File: src/rtl/bus_slave_router_pkg.sv
// Shared definitions for the system-bus master-side router: FSM states,
// slave index constants, default data width and the slave one-hot decode.
package bus_slave_router_pkg;

    localparam int BUS_DATA_W = 32;

    localparam logic [1:0] SLV0        = 2'b00;
    localparam logic [1:0] SLV1        = 2'b01;
    localparam logic [1:0] SLV2        = 2'b10;
    localparam logic [1:0] SLV_INVALID = 2'b11;

    typedef enum logic [1:0] {
        ST_IDLE = 2'b00,
        ST_BUSY = 2'b01,
        ST_DONE = 2'b10
    } bus_state_e;

    // The invalid index maps to no request at all, so nothing on the bus moves.
    function automatic logic [2:0] slave_onehot(input logic [1:0] sel);
        logic [2:0] onehot;
        case (sel)
            SLV0:    onehot = 3'b001;
            SLV1:    onehot = 3'b010;
            SLV2:    onehot = 3'b100;
            default: onehot = 3'b000;
        endcase
        return onehot;
    endfunction

endpackage

File: src/rtl/bus_slave_router_if.sv
// Master request channel plus the three-slave request/ack channel and the
// read-mux select, as seen by the router, the upstream master and the slaves.
interface bus_slave_router_if
    import bus_slave_router_pkg::*;
#(
    parameter int ADDR_W = 16,
    parameter int DATA_W = BUS_DATA_W
);
    logic              m_valid;
    logic              m_write;
    logic [ADDR_W-1:0] m_addr;
    logic [DATA_W-1:0] m_wdata;
    logic              m_ready;
    logic              m_err;

    logic [2:0]        s_req;
    logic              s_write;
    logic [ADDR_W-3:0] s_addr;
    logic [DATA_W-1:0] s_wdata;
    logic [2:0]        s_ack;
    logic [1:0]        rd_sel;

    modport router (
        input  m_valid, m_write, m_addr, m_wdata, s_ack,
        output m_ready, m_err, s_req, s_write, s_addr, s_wdata, rd_sel
    );

    modport master (
        output m_valid, m_write, m_addr, m_wdata,
        input  m_ready, m_err, rd_sel
    );

    modport slave (
        input  s_req, s_write, s_addr, s_wdata,
        output s_ack
    );

endinterface

File: src/rtl/bus_slave_router_timeout.sv
// BUSY-cycle counter for the router: cleared on each BUSY entry, counts while
// enabled and saturates at TIMEOUT-1, where it flags expiry.
module bus_timeout_counter #(
    parameter int TIMEOUT = 16
) (
    input  logic clk,
    input  logic rst,
    input  logic clr,
    input  logic en,
    output logic expired
);
    localparam int CNT_W = $clog2(TIMEOUT);

    logic [CNT_W-1:0] cnt_r;
    logic             expired_s;

    assign expired_s = (cnt_r == CNT_W'(TIMEOUT - 1));
    assign expired   = expired_s;

    // Cycle counter; holds at the expiry value instead of wrapping.
    always_ff @(posedge clk or posedge rst) begin
        if (rst) begin
            cnt_r <= {CNT_W{1'b0}};
        end else if (clr) begin
            cnt_r <= {CNT_W{1'b0}};
        end else if (en && !expired_s) begin
            cnt_r <= cnt_r + CNT_W'(1);
        end else begin
            cnt_r <= cnt_r;
        end
    end

endmodule

File: src/rtl/bus_slave_router.sv
// Master-side request router: decodes the slave from the top address bits,
// holds a one-hot request until ack or timeout, then pulses completion/error.
module bus_slave_router
    import bus_slave_router_pkg::*;
#(
    parameter int ADDR_W  = 16,
    parameter int DATA_W  = BUS_DATA_W,
    parameter int TIMEOUT = 16
) (
    input  logic                 clk,
    input  logic                 rst,
    bus_slave_router_if.router   bus
);
    bus_state_e        state_r, state_s;

    logic [2:0]        s_req_r,   s_req_s;
    logic              s_write_r, s_write_s;
    logic [ADDR_W-3:0] s_addr_r,  s_addr_s;
    logic [DATA_W-1:0] s_wdata_r, s_wdata_s;
    logic [1:0]        rd_sel_r,  rd_sel_s;
    logic              m_ready_r, m_ready_s;
    logic              m_err_r,   m_err_s;

    logic [1:0]        sel_s;
    logic              ack_hit_s;
    logic              cnt_clr_s;
    logic              cnt_en_s;
    logic              expired_s;

    assign sel_s = bus.m_addr[ADDR_W-1 -: 2];
    // s_req_r is one-hot of the latched slave, so this picks only its ack.
    assign ack_hit_s = |(s_req_r & bus.s_ack);

    bus_timeout_counter #(
        .TIMEOUT (TIMEOUT)
    ) u_timeout (
        .clk     (clk),
        .rst     (rst),
        .clr     (cnt_clr_s),
        .en      (cnt_en_s),
        .expired (expired_s)
    );

    // Next-state and next-output decode.
    always_comb begin
        state_s   = state_r;
        s_req_s   = s_req_r;
        s_write_s = s_write_r;
        s_addr_s  = s_addr_r;
        s_wdata_s = s_wdata_r;
        rd_sel_s  = rd_sel_r;
        m_ready_s = 1'b0;
        m_err_s   = 1'b0;
        cnt_clr_s = 1'b0;
        cnt_en_s  = 1'b0;
        case (state_r)
            ST_IDLE: begin
                if (bus.m_valid) begin
                    s_write_s = bus.m_write;
                    s_addr_s  = bus.m_addr[ADDR_W-3:0];
                    s_wdata_s = bus.m_wdata;
                    rd_sel_s  = sel_s;
                    if (sel_s == SLV_INVALID) begin
                        s_req_s   = 3'b000;
                        m_ready_s = 1'b1;
                        m_err_s   = 1'b1;
                        state_s   = ST_DONE;
                    end else begin
                        s_req_s   = slave_onehot(sel_s);
                        cnt_clr_s = 1'b1;
                        state_s   = ST_BUSY;
                    end
                end else begin
                    state_s = ST_IDLE;
                end
            end
            ST_BUSY: begin
                if (ack_hit_s) begin
                    s_req_s   = 3'b000;
                    m_ready_s = 1'b1;
                    m_err_s   = 1'b0;
                    state_s   = ST_DONE;
                end else if (expired_s) begin
                    s_req_s   = 3'b000;
                    m_ready_s = 1'b1;
                    m_err_s   = 1'b1;
                    state_s   = ST_DONE;
                end else begin
                    cnt_en_s = 1'b1;
                end
            end
            ST_DONE: begin
                state_s = ST_IDLE;
            end
            default: begin
                s_req_s = 3'b000;
                state_s = ST_IDLE;
            end
        endcase
    end

    // FSM state register.
    always_ff @(posedge clk or posedge rst) begin
        if (rst) begin
            state_r <= ST_IDLE;
        end else begin
            state_r <= state_s;
        end
    end

    // Registered bus outputs; reset drops any in-flight slave request at once.
    always_ff @(posedge clk or posedge rst) begin
        if (rst) begin
            s_req_r   <= 3'b000;
            s_write_r <= 1'b0;
            s_addr_r  <= {(ADDR_W-2){1'b0}};
            s_wdata_r <= {DATA_W{1'b0}};
            rd_sel_r  <= 2'b00;
            m_ready_r <= 1'b0;
            m_err_r   <= 1'b0;
        end else begin
            s_req_r   <= s_req_s;
            s_write_r <= s_write_s;
            s_addr_r  <= s_addr_s;
            s_wdata_r <= s_wdata_s;
            rd_sel_r  <= rd_sel_s;
            m_ready_r <= m_ready_s;
            m_err_r   <= m_err_s;
        end
    end

    assign bus.s_req   = s_req_r;
    assign bus.s_write = s_write_r;
    assign bus.s_addr  = s_addr_r;
    assign bus.s_wdata = s_wdata_r;
    assign bus.rd_sel  = rd_sel_r;
    assign bus.m_ready = m_ready_r;
    assign bus.m_err   = m_err_r;

endmodule

File: src/flat_wrapper.sv
// flat-port wrapper written by rule: the top's interface ports become plain ports
module bus_slave_router_flat import bus_slave_router_pkg::*;
#(
    parameter int ADDR_W  = 16,
    parameter int DATA_W  = BUS_DATA_W,
    parameter int TIMEOUT = 16
)
  (clk, rst, bus_m_valid, bus_m_write, bus_m_addr, bus_m_wdata, bus_s_ack, bus_m_ready, bus_m_err, bus_s_req, bus_s_write, bus_s_addr, bus_s_wdata, bus_rd_sel);
  bus_slave_router_if #(.ADDR_W(ADDR_W), .DATA_W(DATA_W)) bus_i ();
  input  logic clk;
  input  logic rst;
  input wire logic [$bits(bus_i.m_valid)-1:0] bus_m_valid;
  input wire logic [$bits(bus_i.m_write)-1:0] bus_m_write;
  input wire logic [$bits(bus_i.m_addr)-1:0] bus_m_addr;
  input wire logic [$bits(bus_i.m_wdata)-1:0] bus_m_wdata;
  input wire logic [$bits(bus_i.s_ack)-1:0] bus_s_ack;
  output wire logic [$bits(bus_i.m_ready)-1:0] bus_m_ready;
  output wire logic [$bits(bus_i.m_err)-1:0] bus_m_err;
  output wire logic [$bits(bus_i.s_req)-1:0] bus_s_req;
  output wire logic [$bits(bus_i.s_write)-1:0] bus_s_write;
  output wire logic [$bits(bus_i.s_addr)-1:0] bus_s_addr;
  output wire logic [$bits(bus_i.s_wdata)-1:0] bus_s_wdata;
  output wire logic [$bits(bus_i.rd_sel)-1:0] bus_rd_sel;
  assign bus_i.m_valid = bus_m_valid;
  assign bus_i.m_write = bus_m_write;
  assign bus_i.m_addr = bus_m_addr;
  assign bus_i.m_wdata = bus_m_wdata;
  assign bus_i.s_ack = bus_s_ack;
  assign bus_m_ready = bus_i.m_ready;
  assign bus_m_err = bus_i.m_err;
  assign bus_s_req = bus_i.s_req;
  assign bus_s_write = bus_i.s_write;
  assign bus_s_addr = bus_i.s_addr;
  assign bus_s_wdata = bus_i.s_wdata;
  assign bus_rd_sel = bus_i.rd_sel;
  bus_slave_router #(.ADDR_W(ADDR_W), .DATA_W(DATA_W), .TIMEOUT(TIMEOUT)) u_core (.clk(clk), .rst(rst), .bus(bus_i));
endmodule
File: config.mk
export PLATFORM = sky130hd
export DESIGN_NAME = bus_slave_router_flat
export DESIGN_NICKNAME = d
export VERILOG_FILES = /design/src/rtl/bus_slave_router_pkg.sv /design/src/rtl/bus_slave_router_if.sv /design/src/rtl/bus_slave_router_timeout.sv /design/src/rtl/bus_slave_router.sv /design/src/flat_wrapper.sv
export SDC_FILE = /design/constraint.sdc
export NUM_CORES = 1
export LEC_CHECK = 0
export CORE_UTILIZATION = 56
export CTS_CLUSTER_DIAMETER = 150
export CTS_CLUSTER_SIZE = 25
export DETAILED_ROUTE_END_ITERATION = 10
export DONT_BUFFER_PORTS = 1
export HOLD_SLACK_MARGIN = 0.15
export PLACE_DENSITY_LB_ADDON = 0.3
export REMOVE_ABC_BUFFERS = 1
export SLEW_MARGIN = 10
export SYNTH_ARGS = -nofsm -noshare
export SYNTH_HDL_FRONTEND = slang
export SYNTH_SLANG_ARGS = --single-unit
File: constraint.sdc
create_clock -name clk -period 2.1 [get_ports clk]
set_input_delay 0.42 -clock clk [delete_from_list [all_inputs] [get_ports clk]]
set_output_delay 0.42 -clock clk [all_outputs]
set_load 0.05 [all_outputs]
# Yosys cells after proc, flatten, opt, wreduce, memory -nomap -nowiden
# Cells that the tools add are included.
[classes] n_eq_ne=8 n_addsub=1 mux=26 n_reduce_logical=8 bitwise_logic=2
[ops] op="$pmux W3 S3" n=2
[ops] op="$mux W3" n=4
[ops] op="$mux W1" n=11
[ops] op="$mux W2" n=4
[ops] op="$mux W4" n=2
[ops] op="$eq A2 B2 Y1 const B" n=3
[ops] op="$add A4 B1 Y4 const B" n=1
[ops] op="$eq A2 B1 Y1 const B" n=2
[ops] op="$eq A4 B4 Y1 const B" n=1
[ops] op="$logic_not A2 Y1" n=2
[ops] op="$pmux W1 S2" n=2
[ops] op="$pmux W2 S2" n=1
[ops] op="$and A3 B3 Y3" n=1
[ops] op="$ne A3 B2 Y1 const B" n=1
[ops] op="$reduce_and A3 Y1" n=1
[ops] op="$reduce_or A3 Y1" n=1
[ops] op="$ne A2 B2 Y1 const B" n=1
[ops] op="$reduce_and A2 Y1" n=1
[ops] op="$reduce_bool A2 Y1" n=1
[ops] op="$logic_and A1 B1 Y1" n=1
[ops] op="$logic_not A1 Y1" n=1
[ops] op="$not A1 Y1" n=1
[word_totals] word_cells=54 output_inout_bits=54 regBits=60

# Logic depth before layout (Yosys ltp)
[logic_depth] word_depth=7 mapped_depth=5 depth_no_buf=4

# Hierarchy
# Synthesis repeated with hierarchy kept, for this count alone.
[hier_totals] hier_cells=160 area_unflattened_um2=2444.8
[by_module_without_submodules] module="bus_slave_router" area_each_um2=2212.1 cells_per_inst=139 instances=1 seq_area_each_um2=1401.3
[by_module_without_submodules] module="bus_timeout_counter" area_each_um2=232.7 cells_per_inst=21 instances=1 seq_area_each_um2=100.1

# Worst setup path after synthesis
# No wires, ideal clock.
[synth_timing] path_type="reg-to-reg" from="reg u_core.s_req_r[1], in the netlist u_core.bus.s_req[1]" to="reg u_core.u_timeout.cnt_r[2]" synth_period_minus_slack_ns=1.842 arrival_time_ns=1.716 setup_time_ns=0.126 path_stages_with_launch=4 path_slack_ns=0.258 cell_sequence="dfrtp_1 > a222oi_1 > nand2_1 > o311a_1"
[synth_via] elab_chain_cells=6
[synth_rtl] item="start: declaration" line="bus_slave_router.sv:16" source="logic [2:0] s_req_r, s_req_s;"
[synth_rtl] item="start signal: assignment" line="bus_slave_router.sv:122" source="s_req_r <= s_req_s;"
[synth_rtl] item="$and A3 B3 Y3" line="bus_slave_router.sv:32" source="assign ack_hit_s = |(s_req_r & bus.s_ack);"
[synth_rtl] item="$reduce_or A3 Y1" line="bus_slave_router.sv:32"
[synth_rtl] item="$mux W1" line="bus_slave_router.sv:78" source="if (ack_hit_s) begin"
[synth_rtl] item="$mux W1" line="bus_slave_router.sv:56" source="case (state_r)"
[synth_rtl] item="$logic_and A1 B1 Y1" line="bus_slave_router_timeout.sv:26" source="end else if (en && !expired_s) begin"
[synth_rtl] item="$reduce_bool A2 Y1 (no line)"
[synth_rtl] item="end signal: assignment" line="bus_slave_router_timeout.sv:25" source="cnt_r <= {CNT_W{1'b0}};"
[synth_rtl] item="end signal: assignment" line="bus_slave_router_timeout.sv:27" source="cnt_r <= cnt_r + CNT_W'(1);"
[synth_rtl] item="end signal: assignment" line="bus_slave_router_timeout.sv:29" source="cnt_r <= cnt_r;"
[synth_rtl] item="end: declaration" line="bus_slave_router_timeout.sv:14" source="logic [CNT_W-1:0] cnt_r;"
# No other way between the ends.
# A chain may end at the register's enable or synchronous reset.

# Worst setup path in the final report
[layout_timing] from="reg u_core.state_r[0]" to="reg u_core.u_timeout.cnt_r[0]"
[layout_via] elab_chain_cells=4 elab_cells_between_ends=7 cone_classes="eq/ne: 1; mux: 3; reduce/logical: 3"
[layout_rtl] item="start: declaration" line="bus_slave_router.sv:14" source="bus_state_e state_r, state_s;"
[layout_rtl] item="start signal: assignment" line="bus_slave_router.sv:107" source="state_r <= state_s;"
[layout_rtl] item="$eq A2 B1 Y1" line="bus_slave_router.sv:56"
[layout_rtl] item="$mux W1" line="bus_slave_router.sv:56"
[layout_rtl] item="$logic_and A1 B1 Y1" line="bus_slave_router_timeout.sv:26"
[layout_rtl] item="$reduce_bool A2 Y1 (no line)"
# Several ways; a longest one is shown, not always the timed one.

==> metrics.txt <==
outcome=finished clean; Vias per Instance=5.397; routed wire length=approximately 5000 µm; FF-to-FF End=u_core.u_timeout.cnt_r[0]$_DFFE_PP0P_; htree depth=3; Overall Global Routing Usage=between 20 and 25%; Hold Vio Cnt, Final=0; max cap viols=0; initial antenna violation count=0; min-delay src=bus_m_wdata[16]; die height=67.14 µm; Port Buffer Count=0; worst reg2reg setup slack=0.53 ns; largest net degree at the start of global routing=29; Tcrit/Tclk final=between 70 and 80%; Worst-Margin Slew=0.6055 ns; post-DP HPWL=3438 µm; worst hold path class=primary input to flop; DRC Markers=0; Cell Area, Synth=2376 µm²; CTS tree=yes; DR iter-0 viols=110; critical path startpoint category=flop; Reg2Reg Depth=4; Critical Path End Type=flop; Util after Layout=between 60% and 70%; insertion delay to the later sink of the worst-skew pair=around 0.33 ns; Die X=about 67 µm; Distinct cells, synth=26; Setup violations, final=0; Post-CTS Setup Inserts=0; clk sinks=60; critical path class=flop to flop; Slew Limit Fails=0; Tmin final=around 1.6 ns; Seq/Total Area, Yosys=63.19%; total I/O pin count=109; hold path depth=2; starting density of the core=58.98%; ANT nets after route=0; Clock Tree Buf Depth=2; Rel. slew slack=59.55%; FMAX=637.9 MHz; gpl congestion=about 0.79; Final Non-Filler Cells=between 300 and 400; Slowest-stage cell, CP=or3b_2; Row Count=23; critical path fanouts, max=24; nets@finish=327; largest stage delay on the critical path=0.50 ns; share of cells above drive strength 1=a little over a tenth; total grt overflow=0; Yosys warnings=0; Syn-to-layout area delta=14.85%; WL/cell=15.25 µm; CTS Buf Count=9; number of global-route vias before repair=1646; Final TNS setup=0 ns; via count=1754; CP bufs+invs=1; Root Driver=clkbuf_8; hold slack=about 0.19 ns; synthesized flop and latch total=60; hold path endpoint=u_core.bus.s_wdata[16]$_DFFE_PP0P_; die area=4507 µm²; syn_area_per_cell=slightly above 9 µm²; Cells after Synth=260; dpl cells=309; clock skew=0.004633 ns; crit-path leading delay family=simple AND/OR/NAND/NOR gates; Ant. Diodes=0; crit path DAT=1.77 ns; FF-to-FF Start=u_core.state_r[0]$_DFFE_PP0P_; RSZ-0062 raised after global routing=no; first-pass GRT wire length=approximately 7200 µm; Core Box Area=4029 µm²; worst path cell trace=or3b_2 -> buf_4 -> o21ai_0 -> mux2i_1; Reg clk slew, reported paths=0.07 ns; TritonRoute pass-1 iters=4; most common cell after layout, fill and taps aside=nand2_1; Worst Path Required=between 2 and 2.5 ns; commonest cells after routing, fill and taps aside=nand2_1, dfrtp_1, buf_4
worst register-to-register path: stages (launching register included):
cell	delay, ns
dfrtp_1	0.43
or3b_2	0.50
buf_4	0.23
o21ai_0	0.19
mux2i_1	0.10
synthesized netlist by cell type:
library cell	count	area [µm²]
a21oi_1	2	10.01
a222oi_1	1	10.01
a22o_1	2	17.52
a31o_1	1	8.760
a31o_2	1	8.760
and2_1	1	6.260
and3_1	2	12.51
clkbuf_1	12	45.04
dfrtp_1	60	1501
ha_1	1	12.51
inv_1	2	7.510
mux2i_1	2	20.02
nand2_1	153	574.3
nand2b_1	1	6.260
nand3_1	3	15.01
nand4_1	1	6.260
nor2_1	1	3.750
nor2b_1	1	6.260
nor3b_1	1	7.510
nor4bb_1	2	20.02
o21ai_0	2	10.01
o21ai_1	1	5.000
o22ai_1	1	6.260
o2bb2ai_1	3	26.28
o311a_1	2	20.02
or3b_2	1	8.760
how the worst max path moves through the flow:
stage | startpoint | to | slack [ns] | depth (start not counted)
floorplan | u_core.state_r[0]$_DFFE_PP0P_ | u_core.u_timeout.cnt_r[2]$_DFFE_PP0P_ | -1.78 | 3
global placement | u_core.state_r[0]$_DFFE_PP0P_ | u_core.u_timeout.cnt_r[0]$_DFFE_PP0P_ | 0.59 | 4
detailed placement | u_core.state_r[0]$_DFFE_PP0P_ | u_core.u_timeout.cnt_r[0]$_DFFE_PP0P_ | 0.54 | 4
CTS | u_core.state_r[0]$_DFFE_PP0P_ | u_core.u_timeout.cnt_r[1]$_DFFE_PP0P_ | 0.53 | 4
global route | u_core.state_r[0]$_DFFE_PP0P_ | u_core.u_timeout.cnt_r[2]$_DFFE_PP0P_ | 0.41 | 3
finish | u_core.state_r[0]$_DFFE_PP0P_ | u_core.u_timeout.cnt_r[0]$_DFFE_PP0P_ | 0.53 | 4
metrics by stage:
step | area [µm²] | setup WS, ns
after global routing | 2729 | 0.4112
after detailed placement | 2481 | 0.5431
final | 2729 | 0.5323
after floorplan | 2331 | -1.781
after global placement | 2481 | 0.5866
after CTS | 2729 | 0.5275
flip-flops by register name, indices dropped and copies added (netlist names):
register	count
u_core.bus.m_err	1
u_core.bus.m_ready	1
u_core.bus.rd_sel	2
u_core.bus.s_addr	14
u_core.bus.s_req	3
u_core.bus.s_wdata	32
u_core.bus.s_write	1
u_core.state_r	2
u_core.u_timeout.cnt_r	4
per-layer routing:
metal | track usage, % | part of all wire (%) | vias up
met5 | 0 | 0 | -
met4 | 13.56 | 1.7 | 0
met3 | 9.122 | 9.4 | 10
met2 | 34.75 | 48 | 90
met1 | 26.91 | 41 | 810
li1 | - | - | 844
cell families after synthesis:
family	after synthesis	share of synthesized area (%)
and+or+nand+nor	167	28.07
muxes	2	0.8426
adders and majority gates	1	0.5265
DFF	60	63.19
AOI/OAI and AO/OA	16	5.161
buffers and inverters	14	2.212
what timing repair did:
action,in CTS,in global routing
hold endpoints to repair,21,0
hold buffers,1,0
gates resized for setup,0,0
layout make-up:
cell class / count / area, µm²
well taps: 50 / 62.56
repair buffers: 12 / 92.59
clock inverters: 5 / 100.1
clock buffers: 10 / 137.6
multi-input cells: 186 / 827.0
fillers: 319 / 1300
flip-flops and latches: 60 / 1501
inverters: 2 / 7.507
Power is not shown: default switching activity piles up to over one toggle a cycle in this logic, so the estimate is an artifact.
